File: config.mk
export PLATFORM = sky130hd
export DESIGN_NAME = stack_engine
export DESIGN_NICKNAME = d
export VERILOG_FILES = /design/src/rtl/stackcalc_pkg.sv /design/src/rtl/stack_alu.sv /design/src/rtl/stack_engine.sv
export SDC_FILE = /design/constraint.sdc
export NUM_CORES = 1
export LEC_CHECK = 0
export BUFFER_PORTS_ARGS = -buffer_cell sky130_fd_sc_hd__buf_4
export CAP_MARGIN = 0
export CORE_UTILIZATION = 35
export CTS_CLUSTER_SIZE = 16
export DETAILED_ROUTE_END_ITERATION = 7
export HOLD_SLACK_MARGIN = 0.02
export PLACE_DENSITY = 0.53
export SYNTH_ARGS = -nofsm -noshare
export SYNTH_HDL_FRONTEND = slang
export SYNTH_HIERARCHICAL = 1
export SYNTH_SLANG_ARGS = --single-unit
File: constraint.sdc
create_clock -name clk -period 7.22 [get_ports clk]
set_input_delay 0 -clock clk [delete_from_list [all_inputs] [get_ports clk]]
set_output_delay 0 -clock clk [all_outputs]
set_load 0.02 [all_outputs]
File: src/rtl/stackcalc_pkg.sv
// Shared constants for the stack calculator: opcodes, FSM encoding, ALU select
// and the default word width and stack depth.
package stackcalc_pkg;

    localparam int DEF_WIDTH = 8;
    localparam int DEF_DEPTH = 4;

    localparam logic [2:0] OP_NOP  = 3'd0;
    localparam logic [2:0] OP_PUSH = 3'd1;
    localparam logic [2:0] OP_POP  = 3'd2;
    localparam logic [2:0] OP_ADD  = 3'd3;
    localparam logic [2:0] OP_SUB  = 3'd4;
    localparam logic [2:0] OP_XOR  = 3'd5;
    localparam logic [2:0] OP_DUP  = 3'd6;
    localparam logic [2:0] OP_SWAP = 3'd7;

    localparam logic [1:0] ST_IDLE = 2'd0;
    localparam logic [1:0] ST_EXEC = 2'd1;
    localparam logic [1:0] ST_DONE = 2'd2;

    typedef enum logic [1:0] {
        ALU_ADD,
        ALU_SUB,
        ALU_XOR
    } alu_op_e;

endpackage

File: src/rtl/stack_alu.sv
// Combinational binary operator for the stack engine.
// A is top-of-stack, B is the entry below it; the result is B op A.
module stack_alu
    import stackcalc_pkg::*;
#(
    parameter int WIDTH = DEF_WIDTH
) (
    input  alu_op_e          op_i,
    input  logic [WIDTH-1:0] a_i,
    input  logic [WIDTH-1:0] b_i,
    output logic [WIDTH-1:0] result_o
);

    always_comb begin
        // NOTE: every combinational output gets a default first so no path infers a latch.
        result_o = b_i + a_i;
        case (op_i)
            ALU_SUB: result_o = b_i - a_i;
            ALU_XOR: result_o = b_i ^ a_i;
            default: result_o = b_i + a_i;
        endcase
    end

endmodule

File: src/rtl/stack_engine.sv
// Three-phase (IDLE/EXEC/DONE) stack calculator with overflow/underflow detection
// and a sticky error flag. Entry 0 is the bottom of the stack.
module stack_engine
    import stackcalc_pkg::*;
#(
    parameter int WIDTH = DEF_WIDTH,
    parameter int DEPTH = DEF_DEPTH
) (
    input  logic                     clk,
    input  logic                     rst,
    input  logic                     cmd_valid,
    output logic                     cmd_ready,
    input  logic [2:0]               opcode,
    input  logic [WIDTH-1:0]         operand,
    output logic [WIDTH-1:0]         top,
    output logic [$clog2(DEPTH):0]   depth,
    output logic                     done,
    output logic                     err
);

    localparam int PW = $clog2(DEPTH);
    localparam int DW = PW + 1;
    localparam logic [DW-1:0] FULL = DW'(DEPTH);

    logic [1:0]       state_q, state_d;
    logic [2:0]       op_q;
    logic [WIDTH-1:0] operand_q;
    logic [WIDTH-1:0] stack_q [DEPTH];
    logic [WIDTH-1:0] stack_d [DEPTH];
    logic [DW-1:0]    depth_q, depth_d;
    logic             err_q, err_d;
    logic [PW-1:0]    tos_idx, nos_idx, new_idx;
    logic [WIDTH-1:0] tos, nos, alu_res;
    alu_op_e          alu_op;
    logic             accept;

    assign accept  = cmd_valid && cmd_ready;
    assign tos_idx = PW'(depth_q - DW'(1));
    assign nos_idx = PW'(depth_q - DW'(2));
    assign new_idx = PW'(depth_q);
    assign tos     = stack_q[tos_idx];
    assign nos     = stack_q[nos_idx];

    always_comb begin
        alu_op = ALU_ADD;
        if (op_q == OP_SUB)      alu_op = ALU_SUB;
        else if (op_q == OP_XOR) alu_op = ALU_XOR;
    end

    stack_alu #(.WIDTH(WIDTH)) u_alu (
        .op_i     (alu_op),
        .a_i      (tos),
        .b_i      (nos),
        .result_o (alu_res)
    );

    always_comb begin
        state_d = state_q;
        case (state_q)
            ST_IDLE: if (accept) state_d = ST_EXEC;
            ST_EXEC: state_d = ST_DONE;
            ST_DONE: state_d = ST_IDLE;
            default: state_d = ST_IDLE;
        endcase
    end

    // Faulting commands leave the stack untouched and only raise err.
    always_comb begin
        stack_d = stack_q;
        depth_d = depth_q;
        err_d   = err_q;
        if (state_q == ST_EXEC) begin
            case (op_q)
                OP_PUSH: begin
                    if (depth_q == FULL) err_d = 1'b1;
                    else begin
                        stack_d[new_idx] = operand_q;
                        depth_d          = depth_q + DW'(1);
                    end
                end
                OP_POP: begin
                    if (depth_q == '0) err_d = 1'b1;
                    else depth_d = depth_q - DW'(1);
                end
                OP_ADD, OP_SUB, OP_XOR: begin
                    if (depth_q < DW'(2)) err_d = 1'b1;
                    else begin
                        stack_d[nos_idx] = alu_res;
                        depth_d          = depth_q - DW'(1);
                    end
                end
                OP_DUP: begin
                    if (depth_q == '0 || depth_q == FULL) err_d = 1'b1;
                    else begin
                        stack_d[new_idx] = tos;
                        depth_d          = depth_q + DW'(1);
                    end
                end
                OP_SWAP: begin
                    if (depth_q < DW'(2)) err_d = 1'b1;
                    else begin
                        stack_d[tos_idx] = nos;
                        stack_d[nos_idx] = tos;
                    end
                end
                default: ;
            endcase
        end
    end

    always_ff @(posedge clk) begin
        if (rst) begin
            state_q   <= ST_IDLE;
            op_q      <= OP_NOP;
            operand_q <= '0;
            depth_q   <= '0;
            err_q     <= 1'b0;
            // NOTE: the storage array is reset here because a cleared stack is visible behaviour.
            for (int i = 0; i < DEPTH; i++) stack_q[i] <= '0;
        end else begin
            state_q <= state_d;
            if (accept) begin
                op_q      <= opcode;
                operand_q <= operand;
            end
            stack_q <= stack_d;
            depth_q <= depth_d;
            err_q   <= err_d;
        end
    end

    assign cmd_ready = (state_q == ST_IDLE);
    assign done      = (state_q == ST_DONE);
    assign err       = err_q;
    assign depth     = depth_q;
    assign top       = (depth_q == '0) ? '0 : tos;

endmodule

==> flow_summary.ini, run 1 <==
[outcome]
status = completed

[die]
num_rows = 45
die_area_um2 = 16200
ioPinCount = 28
fp.dieH_um = 127
initial_utilization = 0.361
die_w_um = 127
core_region_area_um2 = 15300

[power]
ir_drop_v = 0.000111
power_density_nw_per_um2 = 136
p_leak_nw = 2.13
total_power_uw = 823

[yosys]
yosys_warnings = 6
syn-cell-area_um2 = 5510
syn_nets = 757
ys_ff_latch = 49
ys_seq_area_frac = 0.178
syn_inst = 727
yosysUniqueCellTypes = 70
syn_area_per_cell_um2 = 7.58
synth-main-ff-cell = dfxtp_1
async_reset_ff_frac = 0
synth_edf_count = 0

[timing]
relSlewSlack = 0.120
tns_ns = 0
finalSetupViolations = 0
tightest_slew_ns = 1.30
hold_viol = 0
finalCritPeriodShare = 0.713
whs_ns = 0.0688
rsz0062_at_grt = false
drv_slew = 0
finClkSkew_ns = 0.0134
period_minus_slack_ns = 5.15
fmax_mhz = 194

[global_route]
grt_use_total = 0.264
antenna_found_initial = 0
grt_max_degree = 53
grt_overflow = 0
grt_pass1_wl_um = 32900
first_global_vias = 5653

[routing]
totalWireLength_um = 21200
drt-initial-drc-count = 600
ant_nets = 0
drc = 0
vias = 6090
routedWlPerCell_um = 22.9
vias_per_cell = 6.56
dr.pass1.iters = 6

[critical_path]
r2r_start = depth[1]$_SDFFE_PP0P_
cp-start-kind = flip-flop
crit_type = flip-flop to flip-flop
worstSetupEndpointType = flip-flop
cp.required_ns = 7.42
r2r_cells = 18
ff2ff_setup_slack_ns = 2.07
crit_fanout = 18
arrival_ns = 5.35

[cells_and_area]
fin_nets = 746
antenna_cells = 0
drive_gt1_frac = 0.117
final_util = 0.398
area_growth_pct = 10.1

[placement]
dpl.hpwl_um = 14000
portBuffers = 27
routabilityCongestion = 0.881

[min_path]
hold_class = primary input to flip-flop
hold_path_end = depth[0]$_SDFFE_PP0P_
hold_depth = 2
holdCritStartpoint = rst

[cts]
root_buffer = clkbuf_16
clk_pin_slew_ns = 0.08
cts_buffers = 5
htree_levels = 2
clock_path_buffers = 2
cts_tree = built
cts_num_sinks = 49
clock_latency_ns = 0.31

[flow_run]
cap_violations = 0
## layout by cell type (no fill, tap or decap), types with 9 or more instances in the layout
cell | Yosys | final
a22o_1 | 15 | 15
mux2_2 | 13 | 13
a211oi_1 | 19 | 19
ha_1 | 15 | 15
nand2_1 | 42 | 42
nor2b_1 | 10 | 10
nand3_1 | 12 | 12
and2_1 | 11 | 11
nor3_1 | 23 | 23
a22oi_1 | 15 | 15
nor2_1 | 58 | 58
xnor2_1 | 14 | 14
mux2i_1 | 35 | 35
buf_4 | 0 | 39
a21oi_1 | 75 | 75
dlygate4sd3_1 | 0 | 11
dfxtp_1 | 49 | 47
mux4_2 | 11 | 11
o21ai_0 | 43 | 43
nand4_1 | 9 | 9
nand2b_1 | 11 | 11
inv_1 | 28 | 28
a221oi_1 | 20 | 20
## layer usage
metal | global-route usage | up-vias | wire length, um
met5 | 0 | - | 0
met2 | 0.394 | 402 | 8990
li1 | - | 2752 | -
met1 | 0.360 | 2880 | 8950
met3 | 0.0691 | 56 | 2640
met4 | 0.109 | 0 | 642
## worst max-delay path: stages (launching register included)
cell and delay [ns]:
dfxtp_2 0.33, inv_1 0.07, ha_1 0.91, mux4_2 0.76
inv_1 0.12, ha_1 0.19, a21oi_1 0.09, xnor2_1 0.16
ha_1 0.35, a21o_1 0.21, a31o_1 0.22, or3_1 0.36
a21oi_2 0.24, xnor2_1 0.17, mux2i_1 0.15, o21ai_0 0.12
a22oi_1 0.22, o21ai_0 0.12, a22o_1 0.22
## area by class of cell
class                   count  area, um^2
fillers                  1578        9190
inverters                  30         113
flip-flops and latches     49         983
clock inverters             2        37.5
multi-input cells         580        4130
repair buffers             50         403
well taps                 211         264
clock buffers               6         139
## cells by family after synthesis
kind of cell,synth area share
adder cells (fa/ha/maj),0.0377
XOR/XNOR,0.0302
buffers and inverters,0.0731
AND/OR/NAND/NOR,0.202
flip-flops,0.178
multiplexers,0.135
AO/OA/AOI/OAI,0.344
## cell usage after synthesis (6+ instances only)
| master | number | area (um^2) |
|---|---|---|
| o22ai_1 | 8 | 50.1 |
| a22o_1 | 15 | 131 |
| nand4_1 | 9 | 56.3 |
| inv_1 | 28 | 105 |
| buf_1 | 14 | 52.6 |
| nand2_1 | 42 | 158 |
| ha_1 | 15 | 188 |
| a211o_1 | 7 | 61.3 |
| nor4_1 | 6 | 37.5 |
| o2bb2ai_1 | 8 | 70.1 |
| mux2i_1 | 35 | 350 |
| buf_2 | 22 | 110 |
| o21ai_0 | 43 | 215 |
| a211oi_1 | 19 | 143 |
| nand3_1 | 12 | 60.1 |
| a32oi_1 | 8 | 70.1 |
| nor3_1 | 23 | 115 |
| a21o_1 | 8 | 60.1 |
| nor2_1 | 58 | 218 |
| xnor2_1 | 14 | 123 |
| mux2_2 | 13 | 146 |
| nand2b_1 | 11 | 68.8 |
| a22oi_1 | 15 | 113 |
| dfxtp_1 | 49 | 981 |
| a31oi_1 | 8 | 50.1 |
| nor3b_1 | 6 | 45.0 |
| clkbuf_1 | 31 | 116 |
| and3b_1 | 8 | 70.1 |
| mux4_2 | 11 | 248 |
| a221oi_1 | 20 | 175 |
| nor2b_1 | 10 | 62.6 |
| and2_1 | 11 | 68.8 |
| o221ai_1 | 6 | 52.6 |
| a21oi_1 | 75 | 375 |
## power breakdown
| part | switching (mW) | internal (mW) | leakage [nW] | total, mW |
|---|---|---|---|---|
| combinational | 0.147 | 0.0857 | 1.65 | 0.233 |
| sequential | 0.0181 | 0.278 | 0.398 | 0.296 |
| clock | 0.120 | 0.173 | 0.0831 | 0.294 |
| total | 0.286 | 0.537 | 2.13 | 0.823 |
## what timing repair did
action | CTS | global route
hold buffers | 11 | 0
gates resized for setup | 0 | 0
hold endpoints to repair | 11 | 0
buffers inserted | 0 | 0
## worst max-delay path by stage
| stage | startpoint | end | slack [ns] | cells after the start |
|---|---|---|---|---|
| final | depth[1]$_SDFFE_PP0P_ | flip-flop | 2.07 | 18 |
| after global routing | depth[1]$_SDFFE_PP0P_ | flip-flop | 1.65 | 18 |
| after CTS | depth[1]$_SDFFE_PP0P_ | flip-flop | 2.09 | 18 |
| after detailed placement | depth[1]$_SDFFE_PP0P_ | flip-flop | 2.12 | 18 |
| after global placement | depth[1]$_SDFFE_PP0P_ | flip-flop | 2.24 | 18 |
| after floorplan | depth[1]$_SDFFE_PP0P_ | flip-flop | 2.02 | 22 |
## metrics by stage
step                instances  cell area, um^2  worst slack (ns)
floorplan                 727             5510              2.02
global placement          909             5780              2.24
detailed placement        909             5780              2.12
CTS                       928             6070              2.09
global route              928             6070              1.65
finish                    928             6070              2.07
No activity file was read; power rests on OpenSTA's default activity.
==> run 2: changes to the inputs <==
--- a/config.mk
+++ b/config.mk
@@ -5,13 +5,14 @@
 export SDC_FILE = /design/constraint.sdc
 export NUM_CORES = 1
 export LEC_CHECK = 0
+export ABC_AREA = 1
 export BUFFER_PORTS_ARGS = -buffer_cell sky130_fd_sc_hd__buf_4
 export CAP_MARGIN = 0
 export CORE_UTILIZATION = 35
 export CTS_CLUSTER_SIZE = 16
 export DETAILED_ROUTE_END_ITERATION = 7
 export HOLD_SLACK_MARGIN = 0.02
-export PLACE_DENSITY = 0.53
+export PLACE_DENSITY = 0.55
 export SYNTH_ARGS = -nofsm -noshare
 export SYNTH_HDL_FRONTEND = slang
 export SYNTH_HIERARCHICAL = 1
==> constraint.sdc (replaced) <==
create_clock -name clk -period 4.7 [get_ports clk]
set_input_delay 0 -clock clk [delete_from_list [all_inputs] [get_ports clk]]
set_output_delay 0 -clock clk [all_outputs]
set_load 0.02 [all_outputs]
==> run 2 against run 1 <==
Wire length up 3.1%. Clock-buffer cell count shrank 1. Clock skew down 0.0018 ns. Setup slack worse by 1.5 ns. Critical path depth up 9. Via count is 15% higher. Sequential share of layout area fell by 0.70 points. Register-to-register slack lost 1.5 ns. Design area increased by 4.2%. Total power up 120%. Fmax increased by 23%. Largest cell class unchanged. First-iteration DRC count up 58%.
==> flow_summary.ini, run 2 <==
[timing]
period_minus_slack_ns = 4.17
rsz0062_at_grt = false
finClkSkew_ns = 0.0116
tns_ns = 0
fmax_mhz = 240
tightest_slew_ns = 0.921
finalSetupViolations = 0
relSlewSlack = 0.385
drv_slew = 0
finalCritPeriodShare = 0.888
hold_viol = 0

[yosys]
ys_top_cells_by_area = nand2_1, dfxtp_1, a21oi_1
synth.top_cells.by_count = nand2_1, a21oi_1, inv_1
synth.top_cell.area_share = 0.309
async_reset_ff_frac = 0
synthXorXnorAreaFrac = 0.0214
syn_nets = 1141
yosysMostFrequentCell = nand2_1
yosys_warnings = 6
synth-compound-area-share = 0.176
synth_edf_count = 0
synth_fa_ha_area_frac = 0.0363
ys_seq_area_frac = 0.171
syn_inst = 1111
synth_top_family_by_area = simple AND/OR/NAND/NOR gates
syn_area_per_cell_um2 = 5.15
post-synth-top-area-cell = nand2_1
ys_ff_latch = 49
muxShareOfSynthArea = 0
synth-main-ff-cell = dfxtp_1
syn-cell-area_um2 = 5720
synthSimpleGateAreaFrac = 0.474
yosysUniqueCellTypes = 33

[cts]
post_cts_buffers = 0
cts_buffers = 5
htree_levels = 2
cts_num_sinks = 49
clock_latency_ns = 0.33
hold_buffers = 12
root_buffer = clkbuf_16
clk_pin_slew_ns = 0.09
cts-resized-gates = 0
cts_tree = built
clock_path_buffers = 2

[cells_and_area]
final-seq-area_um2 = 981
fin_nets = 1148
multi_input_area_um2 = 4050
drive_gt1_frac = 0.0634
final_common_cell = nand2_1
fillers = 1818
area_growth_pct = 10.5
final_cell_mix = nand2_1, a21oi_1, inv_1
antenna_cells = 0

[global_route]
antenna_found_initial = 0
use_met2 = 0.422
grt_use_met1 = 0.367
grt_overflow = 0
grt_max_degree = 46
grt_use_met3 = 0.0521
first_global_vias = 6342
grt_use_total = 0.269
top_usage_layer = met2
grt_pass1_wl_um = 34500

[critical_path]
path_delay_family = simple AND/OR/NAND/NOR gates
crit_fanout = 8
cp.required_ns = 4.96
arrival_ns = 4.43
worst-path-buf-inv = 5
crit_type = flip-flop to flip-flop
critPathMostFrequentCell = nand2_1
critPathMaxStageDelay_ns = 0.38
critPathSlowestCell = ha_1
cp-start-kind = flip-flop
worstSetupEndpointType = flip-flop
ff2ff_setup_slack_ns = 0.53

[routing]
routedWlPerCell_um = 16.4
vias = 6991
dr.pass1.iters = 6
drt-initial-drc-count = 947
vias_per_cell = 5.24
totalWireLength_um = 21900
drc = 0
ant_nets = 0

[placement]
portBuffers = 27
routabilityCongestion = 0.886
dpl.hpwl_um = 14100

[min_path]
hold_class = primary input to flip-flop

[die]
die_area_um2 = 16900
die_w_um = 130
fp.dieH_um = 130
num_rows = 46
initial_utilization = 0.359
core_region_area_um2 = 15900
ioPinCount = 28

[flow_run]
cap_violations = 0

[power]
total_power_mw = 1.79
power_density_nw_per_um2 = 284
p_leak_nw = 3.32
ir_drop_v = 0.000157

[outcome]
status = completed
[run 2: cell types whose count changed after synthesis, sizes merged, moves of 19 or more]
cell and change:
inv +81, nand2 +433, a211oi -19, o21ai +28, nor3 -21, a21oi +41
nor2 +47, a221oi -22, mux2i -35, nand3 +69
[run 2: where the power goes]
group          internal (mW)  switching (mW)
registers              0.435          0.0175
logic                  0.281           0.638
clock network          0.206           0.215
[run 2: path summary, 6_finish.rpt]
check | from | end | cells past startpoint
max | depth[0]$_SDFFE_PP0P_ | flip-flop | 27
min | cmd_valid | state_q[0]$_SDFFE_PP0P_ | 3
max reg2reg | depth[0]$_SDFFE_PP0P_ | flip-flop | 27
min reg2reg | err$_SDFFE_PP0P_ | err$_SDFFE_PP0P_ | 2
[run 2: cells by family after synthesis]
| logic type | after synthesis |
|---|---|
| compound gates | 195 |
| flops | 49 |
| simple gates | 668 |
| fa+ha+maj | 16 |
| buf+inv | 169 |
| xor+xnor | 14 |
[run 2: area by class of cell]
cell class              count  area share
repair buffers             54      0.0689
clock buffers               5      0.0198
inverters                 115      0.0683
well taps                 216      0.0427
multi-input cells         893       0.641
clock inverters             3     0.00455
flip-flops and latches     49       0.155
[run 2: worst min-delay path, stage by stage]
cell     delay [ns]
buf_4          0.08
nand2_1        0.35
nor2_1         0.20
[run 2: stage by stage]
step | std cells | cell area, um^2 | utilization | hold WS (ns) | setup slack [ns]
after floorplan | 1111 | 5720 | - | 0.0691 | 0.459
after detailed placement | 1315 | 6050 | 0.379 | 0.214 | 0.618
final | 1335 | 6320 | 0.397 | 0.332 | 0.528
after global routing | 1335 | 6320 | 0.397 | 0.439 | 0.0757
after CTS | 1335 | 6320 | 0.397 | 0.358 | 0.599
after global placement | 1315 | 6050 | 0.379 | 0.214 | 0.668
[run 2: routing by layer]
metal | share of wire | vias up
met5 | 0 | -
met4 | 0.028 | 0
met3 | 0.079 | 42
met2 | 0.43 | 313
met1 | 0.47 | 3139
li1 | - | 3497
